$ cat src/rtl/preset_digit_counter_pkg.sv
// Shared state encoding and helpers for the preset digit counter.
// Optional build macro: PRESET_DIGIT_COUNTER_UPDOWN_EN (adds decrement support).
package preset_digit_counter_pkg;

    typedef enum logic [1:0] {
        ST_IDLE = 2'd0,
        ST_RUN  = 2'd1,
        ST_HOLD = 2'd2
    } state_t;

    // Saturate a raw digit at the terminal value so preloads never hold an illegal code.
    function automatic int unsigned digit_clamp(input int unsigned value, input int unsigned dmax);
        return (value > dmax) ? dmax : value;
    endfunction

endpackage

$ cat src/rtl/preset_digit_counter_digit_stage.sv
// One modulo digit of the cascaded counter: holds its value, computes its next value.
// Optional build macro: PRESET_DIGIT_COUNTER_UPDOWN_EN (adds the dir input and borrow path).
module digit_stage #(
    parameter int DIGIT_W   = 4,
    parameter int DIGIT_MAX = 9
) (
    input  logic               clk,
    input  logic               reset,
    input  logic               step_in,
    input  logic               count_en,
`ifdef PRESET_DIGIT_COUNTER_UPDOWN_EN
    input  logic               dir,
`endif
    input  logic               load,
    input  logic [DIGIT_W-1:0] load_val,
    output logic [DIGIT_W-1:0] digit,
    output logic [DIGIT_W-1:0] digit_next,
    output logic               terminal,
    output logic               wrap
);

    localparam logic [DIGIT_W-1:0] DMAX = DIGIT_W'(DIGIT_MAX);

    always_comb begin
`ifdef PRESET_DIGIT_COUNTER_UPDOWN_EN
        terminal = dir ? (digit == '0) : (digit == DMAX);
`else
        terminal = (digit == DMAX);
`endif
        wrap       = step_in && terminal;
        digit_next = digit;
        if (step_in) begin
`ifdef PRESET_DIGIT_COUNTER_UPDOWN_EN
            if (dir)
                digit_next = terminal ? DMAX : digit - 1'b1;
            else
                digit_next = terminal ? '0 : digit + 1'b1;
`else
            digit_next = terminal ? '0 : digit + 1'b1;
`endif
        end
    end

    always_ff @(posedge clk or posedge reset) begin
        if (reset)
            digit <= '0;
        else if (load)
            digit <= load_val;
        else if (count_en)
            digit <= digit_next;
    end

endmodule

$ cat src/rtl/preset_digit_counter.sv
// Cascaded modulo counter with preset target, run/hold FSM, terminal carry and done pulse.
// Optional build macro: PRESET_DIGIT_COUNTER_UPDOWN_EN (adds the down port).
module preset_digit_counter
    import preset_digit_counter_pkg::*;
#(
    parameter int DIGITS    = 3,
    parameter int DIGIT_W   = 4,
    parameter int DIGIT_MAX = 9
) (
    input  logic                      clk,
    input  logic                      reset,
    input  logic                      start,
    input  logic                      enable,
    input  logic                      set,
    input  logic [DIGITS*DIGIT_W-1:0] set_count,
    input  logic [DIGITS*DIGIT_W-1:0] target,
`ifdef PRESET_DIGIT_COUNTER_UPDOWN_EN
    input  logic                      down,
`endif
    output logic [DIGITS*DIGIT_W-1:0] count,
    output logic                      carry_out,
    output logic                      busy,
    output logic                      done
);

    localparam int CW = DIGITS * DIGIT_W;
    localparam logic [DIGIT_W-1:0] DMAX = DIGIT_W'(DIGIT_MAX);

    state_t                           state;
    logic [CW-1:0]                    target_q;
    logic [DIGITS-1:0][DIGIT_W-1:0]   cur_d, next_d, load_d;
    logic [DIGITS:0]                  step;
    logic [DIGITS-1:0]                term, wrap;
    logic [CW-1:0]                    next_count;
    logic [DIGIT_W-1:0]               term_val;
    logic                             counting, load, all_term, hit, dir;

`ifdef PRESET_DIGIT_COUNTER_UPDOWN_EN
    assign dir = down;
`else
    assign dir = 1'b0;
`endif

    assign counting   = (state == ST_RUN) && enable && !set && !start;
    assign load       = set || start;
    assign step[0]    = 1'b1;
    assign count      = cur_d;
    assign next_count = next_d;
    assign term_val   = dir ? '0 : DMAX;

    genvar i;
    generate
        for (i = 0; i < DIGITS; i++) begin : g_digit
            assign load_d[i] = set ? DIGIT_W'(digit_clamp(32'(set_count[i*DIGIT_W +: DIGIT_W]), DIGIT_MAX))
                                   : '0;
            digit_stage #(
                .DIGIT_W  (DIGIT_W),
                .DIGIT_MAX(DIGIT_MAX)
            ) u_digit (
                .clk       (clk),
                .reset     (reset),
                .step_in   (step[i]),
                .count_en  (counting),
`ifdef PRESET_DIGIT_COUNTER_UPDOWN_EN
                .dir       (dir),
`endif
                .load      (load),
                .load_val  (load_d[i]),
                .digit     (cur_d[i]),
                .digit_next(next_d[i]),
                .terminal  (term[i]),
                .wrap      (wrap[i])
            );
            assign step[i+1] = wrap[i];
        end
    endgenerate

    // Carry flags arrival at all-terminal; a whole-count wrap never lands there.
    always_comb begin
        all_term = !step[DIGITS];
        for (int d = 0; d < DIGITS; d++)
            if (next_d[d] != term_val)
                all_term = 1'b0;
    end

    assign hit = (target_q != '0) && (next_count == target_q);

    always_ff @(posedge clk or posedge reset) begin
        if (reset) begin
            state     <= ST_IDLE;
            target_q  <= '0;
            carry_out <= 1'b0;
            busy      <= 1'b0;
            done      <= 1'b0;
        end else begin
            carry_out <= 1'b0;
            done      <= 1'b0;
            if (set) begin
                // preload only; FSM and target untouched
            end else if (start) begin
                target_q <= target;
                state    <= ST_RUN;
                busy     <= 1'b1;
            end else if (counting) begin
                carry_out <= all_term;
                if (hit) begin
                    done  <= 1'b1;
                    state <= ST_HOLD;
                    busy  <= 1'b0;
                end
            end
        end
    end

endmodule
$ cat config.mk
export PLATFORM = sky130hd
export DESIGN_NAME = preset_digit_counter
export DESIGN_NICKNAME = d
export VERILOG_FILES = /design/src/rtl/preset_digit_counter_pkg.sv /design/src/rtl/preset_digit_counter_digit_stage.sv /design/src/rtl/preset_digit_counter.sv
export SDC_FILE = /design/constraint.sdc
export NUM_CORES = 1
export LEC_CHECK = 0
export ABC_AREA = 1
export BUFFER_PORTS_ARGS = -buffer_cell sky130_fd_sc_hd__buf_2
export CORE_ASPECT_RATIO = 1.4
export CORE_MARGIN = 5
export CORE_UTILIZATION = 53
export CTS_BUF_LIST = sky130_fd_sc_hd__clkbuf_8 sky130_fd_sc_hd__clkbuf_16
export DETAILED_ROUTE_END_ITERATION = 8
export PLACE_DENSITY = 0.8
export SYNTH_ARGS = -nofsm -noshare
export SYNTH_HDL_FRONTEND = slang
export SYNTH_SLANG_ARGS = --single-unit
$ cat constraint.sdc
create_clock -name clk -period 1.7 [get_ports clk]
set_input_delay 0.34 -clock clk [delete_from_list [all_inputs] [get_ports clk]]
set_output_delay 0.34 -clock clk [all_outputs]
set_load 0.005 [all_outputs]
# After elaboration in Yosys (flattened, before gate mapping)
# Cells that the tools add are included.
[word_totals]
regBits = 29
inputBits = 29
out_inout_bits = 15
elab_cells = 72
[op_classes]
add_sub_neg = 3
n_lt_le_gt_ge = 3
eq_ne = 8
mux = 33
bitwise_logic = 1
reduce_logical = 16
[op_table]
columns = ["cell", "n"]
rows = [
  ["4-bit 2-to-1 mux", 17],
  ["1-bit 2-to-1 mux", 13],
  ["4-bit by 1-bit adder with 4-bit output, second input constant", 3],
  ["12-bit == test", 1],
  ["4-bit == test, second input constant", 3],
  ["4-bit > comparator, second input constant", 3],
  ["4-bit inequality test, second input constant", 3],
  ["12-bit nonzero test", 1],
  ["1-bit logical AND", 6],
  ["2-bit 2-to-1 mux", 3],
  ["2-bit nonzero test", 3],
  ["1-bit zero test", 3],
  ["3-bit AND reduction", 1],
  ["2-bit by 1-bit == test with 1-bit output, second input constant", 1],
  ["2-bit AND reduction", 1],
  ["1-bit logical OR", 1],
  ["1-bit inverter", 1],
]

# Longest topological paths before layout
# Gate-level depths: netlist of run 1.
[logic_depth]
depth_word = 10
ltp_mapped = 15
ltp_nobuf = 15

# By module
# Synthesis of run 1 repeated with hierarchy kept, for this count alone.
[hier_totals]
cells_unflattened = 306
hier_area_um2 = 1978.1
[modules_own_cells]
columns = ["module", "n_inst", "cells_each", "area_per_inst_um2", "seq_area_each_um2"]
rows = [
  ["preset_digit_counter", 1, 156, 1032.2, 400.4],
  ["digit_stage", 3, 50, 315.3, 100.1],
]

# Worst setup path after synthesis of run 1
# OpenSTA, ideal clock, no wires.
[synth_timing]
kind = "register -> register"
from = "register g_digit[0].u_digit.digit[2]"
to = "register state[0]"
setup_ns = 0.130
arrival_time_ns = 1.440
t_required_ns = 1.570
path_slack_ns = 0.130
path_stages_with_launch = 15
period_less_slack_ns = 1.570
path_cell_list = "dfrtp_1 > inv_2 > nand2_1 > nor2_4 > nand2_1 > nand2_1 > nand2_1 > nand2_1 > nand2_1 > nor2_1 > nand2_1 > nor2_2 > nand2_1 > nand2_1 > nand2_1"
[synth_between]
elab_chain_len = 7
[synth_lines]
columns = ["item", "line_no", "text"]
rows = [
  ["from (decl)", "preset_digit_counter_digit_stage.sv:16", "output logic [DIGIT_W-1:0] digit,"],
  ["from (signal assigned)", "preset_digit_counter_digit_stage.sv:48", "digit <= load_val;"],
  ["from (signal assigned)", "preset_digit_counter_digit_stage.sv:50", "digit <= digit_next;"],
  ["parallel branches: the longest is 3 deep, another holds 4-bit by 1-bit adder with 4-bit output", "n/a", ""],
  ["12-bit == test (*)", "preset_digit_counter.sv:86", "assign hit = (target_q != '0) && (next_count == target_q);"],
  ["1-bit logical AND (*)", "preset_digit_counter.sv:86", ""],
  ["2-bit nonzero test (no line) (*)", "n/a", ""],
  ["3-bit AND reduction (no line) (*)", "n/a", ""],
  ["to (signal assigned)", "preset_digit_counter.sv:90", "state <= ST_IDLE;"],
  ["to (signal assigned)", "preset_digit_counter.sv:102", "state <= ST_RUN;"],
  ["to (signal assigned)", "preset_digit_counter.sv:108", "state <= ST_HOLD;"],
  ["to (decl)", "preset_digit_counter.sv:29", "state_t state;"],
]
# Mark *: on every way between the ends.
# A chain may end at the register's enable or synchronous reset.

# Worst setup path after layout of run 1
[layout_timing]
from = "register g_digit[0].u_digit.digit[1]"
to = "register state[0]"
# The elaborated chain is that of the path after synthesis.

==> results of run 1 <==
[sequential cells by signal, indices dropped and copies added (netlist names)]
signal and flops:
target_q 12, done 1, carry_out 1, state 2, g_digit.u_digit.digit 12
[placed cells by master, fill, tap and decap left out, types with 2 or more instances in the layout]
cell	instances
nand2_1	74
buf_2	43
nor2_1	34
inv_1	33
dfrtp_1	24
buf_4	21
nand3_1	20
nand2_2	14
a21oi_1	13
o21ai_0	10
nor2_2	6
inv_2	6
a32oi_1	4
a31oi_1	4
dfrtp_2	4
nor2_4	3
o21ai_1	3
xor2_1	3
clkbuf_8	3
nor3_1	2
nand2_4	2
nand4_1	2
a22oi_1	2
mux2_2	2
[layout make-up]
type | count | area (um2) | share of cell area (%)
sequential | 28 | 705.7 | 29.92
inverter | 39 | 146.4 | 6.207
clock buffer | 3 | 41.29 | 1.751
timing repair buffer | 65 | 392.9 | 16.66
multi-input combinational | 202 | 992.2 | 42.07
tap | 40 | 50.05 | 2.122
clock inverter | 1 | 30.03 | 1.273
[critical path, stage by stage, from the launching register on]
cell and delay [ps]:
dfrtp_2 450, inv_2 90, nand2_2 60, nor2_4 160, nand2_2 110, nand2_2 90
nand2_2 70, nand2_1 60, nand2_1 50, nor2_1 110, nand2_1 70, nor2_2 130
nand2_1 60, nand2_1 60, nand2_1 50
[repair_timing]
action,CTS,global route
pin swaps,1,9
hold endpoints to repair,0,0
resized for setup,4,12
buffers inserted,1,6
setup endpoints to repair,4,4
[worst max-delay path by stage]
stage | from | end | slack, ps | depth (start not counted)
6_report | g_digit[0].u_digit.digit[1]$_DFFE_PP0P_ | state[0]$_DFFE_PP0P_ | -3 | 14
2_1_floorplan | g_digit[0].u_digit.digit[2]$_DFFE_PP0P_ | state[0]$_DFFE_PP0P_ | 130 | 14
4_1_cts | g_digit[0].u_digit.digit[1]$_DFFE_PP0P_ | state[0]$_DFFE_PP0P_ | 10 | 14
5_1_grt | g_digit[1].u_digit.digit[1]$_DFFE_PP0P_ | state[0]$_DFFE_PP0P_ | -140 | 14
3_3_place_gp | g_digit[0].u_digit.digit[1]$_DFFE_PP0P_ | state[0]$_DFFE_PP0P_ | 50 | 14
3_5_place_dp | g_digit[0].u_digit.digit[1]$_DFFE_PP0P_ | state[0]$_DFFE_PP0P_ | -50 | 14
[logic make-up after synthesis]
| kind of cell | share of synthesized area [%] |
|---|---|
| AO/OA/AOI/OAI | 12.05 |
| buffers and inverters | 9.172 |
| XOR/XNOR | 1.438 |
| flip-flops | 38.33 |
| AND/OR/NAND/NOR | 37.78 |
| multiplexers | 1.232 |
[through the flow]
| step | area (um2) | cells | TNS (ps) | setup WS, ps |
|---|---|---|---|---|
| after detailed placement | 2197 | 367 | -67.10 | -45.53 |
| final | 2359 | 378 | -3.420 | -3.420 |
| after global placement | 2197 | 367 | 0 | 50.98 |
| after CTS | 2283 | 372 | 0 | 13.58 |
| after global routing | 2359 | 378 | -385.5 | -135.7 |
| after floorplan | 1828 | 274 | 0 | 129.8 |
[report_power, final]
part | internal [mW] | switching (mW) | leakage [nW]
combinational | 0.255 | 0.353 | 0.922
clock | 0.316 | 0.220 | 0.0357
sequential | 0.737 | 0.0737 | 0.329
total | 1.31 | 0.646 | 1.29
[metal layers]
| layer | up-vias | global-route usage, % | routed length (um) |
|---|---|---|---|
| met5 | - | 0 | 0 |
| met4 | 0 | 8.204 | 126 |
| met3 | 12 | 2.589 | 367 |
| met2 | 92 | 37.42 | 2478 |
| met1 | 900 | 25.97 | 1906 |
| li1 | 999 | - | - |
==> impl_metrics.json, run 1 <==
{
  "ant_nets": 0,
  "detail_route.wirelength_mm": 4.878,
  "ctsRootBufferMaster": "clkbuf_8",
  "worst_hold_slack_ps": 106.7,
  "mean_syn_cell_area_um2": 6.672,
  "synth_edf_count": 0,
  "dpl.hpwl_mm": 3.745,
  "reg2regPathDepth": 14,
  "layout-drive-gt1-share_pct": 31.36,
  "final.setup_skew_ps": 3.550,
  "grt_antenna_before_repair": 0,
  "vias_per_cell": 5.299,
  "count_of_tritonroute_iterations_in_the_first_routing_pass": 4,
  "die_width_um": 59.64,
  "die_height_um": 79.49,
  "synth-warning-count": 0,
  "worstSetupPathType": "reg -> reg",
  "timing.critical_path.arrival_ps": 1870,
  "wire_length_of_the_first_global_routing_pass_mm": 7.859,
  "crit_required_ps": 1870,
  "cts_inserted_buffers": 3,
  "ioPinCount": 44,
  "cp-end-kind": "flop",
  "final_ws_setup_ps": -3.420,
  "rsz0062_at_grt": "yes",
  "grt_overflow_total": 0,
  "initial_utilization_pct": 54.62,
  "vias": 2003,
  "leakagePower_nw": 1.287,
  "p_per_area_nw_per_um2": 828.5,
  "number_of_instances_in_the_synthesized_netlist": 274,
  "worstMarginPinSlew_ps": 369.4,
  "synth.ff_latch_count": 28,
  "routabilityCongestion": 0.9407,
  "max_freq_ghz": 0.5871,
  "floorplan.die_area_um2": 4740,
  "yosysUniqueCellTypes": 26,
  "asyncSetResetFlopFracSynth_pct": 100.0,
  "cts_tree": "done",
  "cts_num_sinks": 28,
  "fill_cells": 299,
  "period_share_pct": 100.2,
  "timing.slew.headroom_pct": 75.31,
  "synth_top_area_share_pct": 38.33,
  "finalCriticalPeriod_ps": 1703,
  "r2r_start": "g_digit[0].u_digit.digit[1]$_DFFE_PP0P_",
  "critical_path.reg2reg.endpoint": "state[0]$_DFFE_PP0P_",
  "netlist_area_um2": 1828,
  "antenna_cells_inserted": 0,
  "nNetsFinal": 368,
  "wire_per_inst_um": 12.90,
  "crit_path_launch_type": "flop",
  "synth.top_cells.by_count": "nand2_1, nor2_1, inv_1",
  "first_global_vias": 1832,
  "yosysSeqAreaShare_pct": 38.33,
  "final-hold-violation-count": 0,
  "synth_largest_area_cell": "dfrtp_1",
  "timing.final.max_slew_violations": 0,
  "buffer_ports.inserted": 43,
  "clk_transition_reported_paths_ps": 100,
  "synth.most_common_cell": "nand2_1",
  "drc": 0,
  "synth_nets": 303,
  "insertion_delay_ps": 280,
  "h-tree-depth": 1,
  "rows": 25,
  "core_region_area_um2": 3347,
  "first_iter_violations": 172,
  "synthToLayoutAreaGrowth_pct": 29.02,
  "setup_violations": 1,
  "cp_max_fo": 6,
  "synth_area_leaders": "dfrtp_1, nand2_1, nor2_1",
  "cts-hold-fix-buffers": 0,
  "p_total_mw": 1.954,
  "cap_violations": 0,
  "global_route.usage.total_pct": 21.36,
  "reg2reg_slack_ps": -3,
  "final_core_utilization_pct": 70.47,
  "clock_path_buffers": 2,
  "largest_net_degree_at_the_start_of_global_routing": 29,
  "failing_checks": "setup timing",
  "postSynth.topFlopCell": "dfrtp_1",
  "run_status": "finished, violations left",
  "ir_worst_vdd_mv": 0.5821,
  "hold_wc_path_type": "in -> async"
}
Power figures use the tool's default switching activity.
==> inputs of run 2 (changes only) <==
--- a/config.mk
+++ b/config.mk
@@ -12,7 +12,9 @@
 export CORE_UTILIZATION = 53
 export CTS_BUF_LIST = sky130_fd_sc_hd__clkbuf_8 sky130_fd_sc_hd__clkbuf_16
 export DETAILED_ROUTE_END_ITERATION = 8
+export MAX_ROUTING_LAYER = met4
 export PLACE_DENSITY = 0.8
+export SKIP_CTS_REPAIR_TIMING = 1
 export SYNTH_ARGS = -nofsm -noshare
 export SYNTH_HDL_FRONTEND = slang
 export SYNTH_SLANG_ARGS = --single-unit
==> constraint.sdc (replaced) <==
create_clock -name clk -period 1.7 [get_ports clk]
set_input_delay 0.34 -clock clk [delete_from_list [all_inputs] [get_ports clk]]
set_output_delay 0.34 -clock clk [all_outputs]
set_load 0.05 [all_outputs]
==> run 2 against run 1 <==
The run now ends clean. Fmax increased by 0.52%. Hold slack got worse by 13 ps. Register-to-register slack about the same. Cell count decreased by 0.26%. Combinational power increased by 19%. Sequential power increased by 1%. Via count decreased by 2.1%. Highest routed layer unchanged.
==> impl_metrics.json, run 2 (synthesis gave the netlist of run 1 again) <==
{
  "sequential_cell_area_um2": 711.9,
  "setup_violations": 0,
  "initial_utilization_pct": 54.62,
  "final-hold-violation-count": 0,
  "count_of_tritonroute_iterations_in_the_first_routing_pass": 4,
  "pwr-share-comb_pct": 36.7,
  "die_height_um": 79.49,
  "vias": 1961,
  "layout-drive-gt1-share_pct": 33.53,
  "synthToLayoutAreaGrowth_pct": 29.09,
  "cpMaxStageDelayCell": "dfrtp_2",
  "layout_top_registers": "g_digit.u_digit.digit: 12 flops, target_q: 12 flops, state: 2 flops",
  "tns_ps": 0,
  "detail_route.wirelength_mm": 5.076,
  "first_global_vias": 1826,
  "worst_hold_slack_ps": 93.85,
  "grt_overflow_total": 0,
  "cp_common_cell": "nand2_1",
  "ant_nets": 0,
  "switching_share_pct": 39.04,
  "antenna_cells_inserted": 0,
  "ir_worst_vdd_mv": 0.6761,
  "critPathBufInv": 1,
  "wire_length_of_the_first_global_routing_pass_mm": 7.935,
  "cp_cell_sequence": "inv_4 -> nand2_4 -> nor2_4 -> nand2_2 -> nand2_2 -> nand2_2 -> nand2_1 -> nand2_1 -> nor2_1 -> nand2_1 -> nor2_2 -> nand2_1 -> nand2_1 -> nand2_1",
  "leakagePower_nw": 1.274,
  "finalCriticalPeriod_ps": 1695,
  "first_iter_violations": 164,
  "largest_net_degree_at_the_start_of_global_routing": 29,
  "timing.slew.headroom_pct": 75.95,
  "p_per_area_nw_per_um2": 835.0,
  "cellInternalPower_mw": 1.201,
  "cts_num_sinks": 28,
  "cts_tree": "done",
  "vias_per_cell": 5.202,
  "routabilityCongestion": 0.9376,
  "die_width_um": 59.64,
  "rows": 25,
  "buffer_ports.inserted": 43,
  "cp-end-kind": "flop",
  "cp_max_fo": 6,
  "reg2reg_slack_ps": 5,
  "slowest_delay_ps": 450,
  "run_status": "finished, final reports clean",
  "global_route.usage.total_pct": 22.32,
  "worstMarginPinSlew_ps": 360.7,
  "rsz0062_at_grt": "yes",
  "max_freq_ghz": 0.5901,
  "final_cell_mix": "nand2_1, buf_2, nor2_1",
  "ctsRootBufferMaster": "clkbuf_8",
  "critPathTopFamily": "simple AND/OR/NAND/NOR gates",
  "clock_power_share_pct": 21.7,
  "wire_per_inst_um": 13.46,
  "grt_antenna_before_repair": 0,
  "timing.final.max_slew_violations": 0,
  "cap_violations": 0,
  "crit_required_ps": 1890,
  "layout.cells.most_common": "nand2_1",
  "footprint_of_the_multi_input_gates_um2": 1005,
  "floorplan.die_area_um2": 4740,
  "insertion_delay_ps": 280,
  "clk_transition_reported_paths_ps": 100,
  "drc": 0,
  "core_region_area_um2": 3347,
  "ioPinCount": 44,
  "p_sw_mw": 0.7692,
  "h-tree-depth": 1,
  "crit_path_launch_type": "flop",
  "fill_cells": 299,
  "final.setup_skew_ps": 9.042,
  "cts_inserted_buffers": 3,
  "dpl.hpwl_mm": 3.784,
  "nNetsFinal": 367,
  "p_seq_share_pct": 41.6,
  "timing.critical_path.arrival_ps": 1880,
  "clock_path_buffers": 2,
  "hold_wc_path_type": "in -> async",
  "period_share_pct": 99.68,
  "worstSetupPathType": "reg -> reg"
}
-- run 2: layout make-up --
class / instances / share of cell area [%]
Multi-Input combinational cell: 202 / 42.58
Sequential cell: 28 / 30.17
Clock buffer: 4 / 2.333
Timing Repair Buffer: 64 / 16.49
Tap cell: 40 / 2.121
Inverter: 39 / 6.310
-- run 2: path summary, 6_finish.rpt --
kind	from	end	depth (start not counted)
max	g_digit[0].u_digit.digit[2]$_DFFE_PP0P_	state[0]$_DFFE_PP0P_	14
min	reset	target_q[10]$_DFFE_PP0P_	3
max reg2reg	g_digit[0].u_digit.digit[2]$_DFFE_PP0P_	state[0]$_DFFE_PP0P_	14
min reg2reg	state[1]$_DFFE_PP0P_	state[1]$_DFFE_PP0P_	2
max in group asynchronous	reset	g_digit[0].u_digit.digit[1]$_DFFE_PP0P_	3
min in group clk	target[2]	target_q[2]$_DFFE_PP0P_	2
-- run 2: layer usage --
layer / global-route usage [%] / up-vias / wire, um
met5: - / - / 0
met4: 6.652 / 0 / 133
met3: 1.942 / 14 / 286
met2: 38.84 / 69 / 2630
met1: 26.97 / 879 / 2025
li1: - / 999 / -
-- run 2: per-stage QoR --
step	power (mW)	cell area, um2	utilization, %	setup WS [ps]	instances
floorplan	1.289	1842	-	3.729	274
detailed placement	1.483	2181	65.16	-3.087	363
global placement	1.468	2181	65.16	22.65	363
CTS	1.907	2236	66.80	-18.00	367
finish	1.971	2360	70.50	5.373	377
global route	2.093	2360	70.50	-126.4	377
-- run 2: worst reg2reg max path, stage by stage (launching register included) --
cell,delay [ps]
dfrtp_2,450
inv_4,90
nand2_4,60
nor2_4,200
nand2_2,90
nand2_2,80
nand2_2,70
nand2_1,60
nand2_1,50
nor2_1,90
nand2_1,70
nor2_2,130
nand2_1,60
nand2_1,50
nand2_1,50
-- run 2: power by group through the flow --
stage / Sequential, mW / Clock [mW] / Combinational, mW
2_1_floorplan: 0.931 / 0 / 0.358
3_3_place_gp: 0.827 / 0 / 0.641
3_5_place_dp: 0.830 / 0 / 0.653
4_1_cts: 0.816 / 0.435 / 0.656
5_1_grt: 0.832 / 0.462 / 0.799
6_report: 0.819 / 0.428 / 0.723
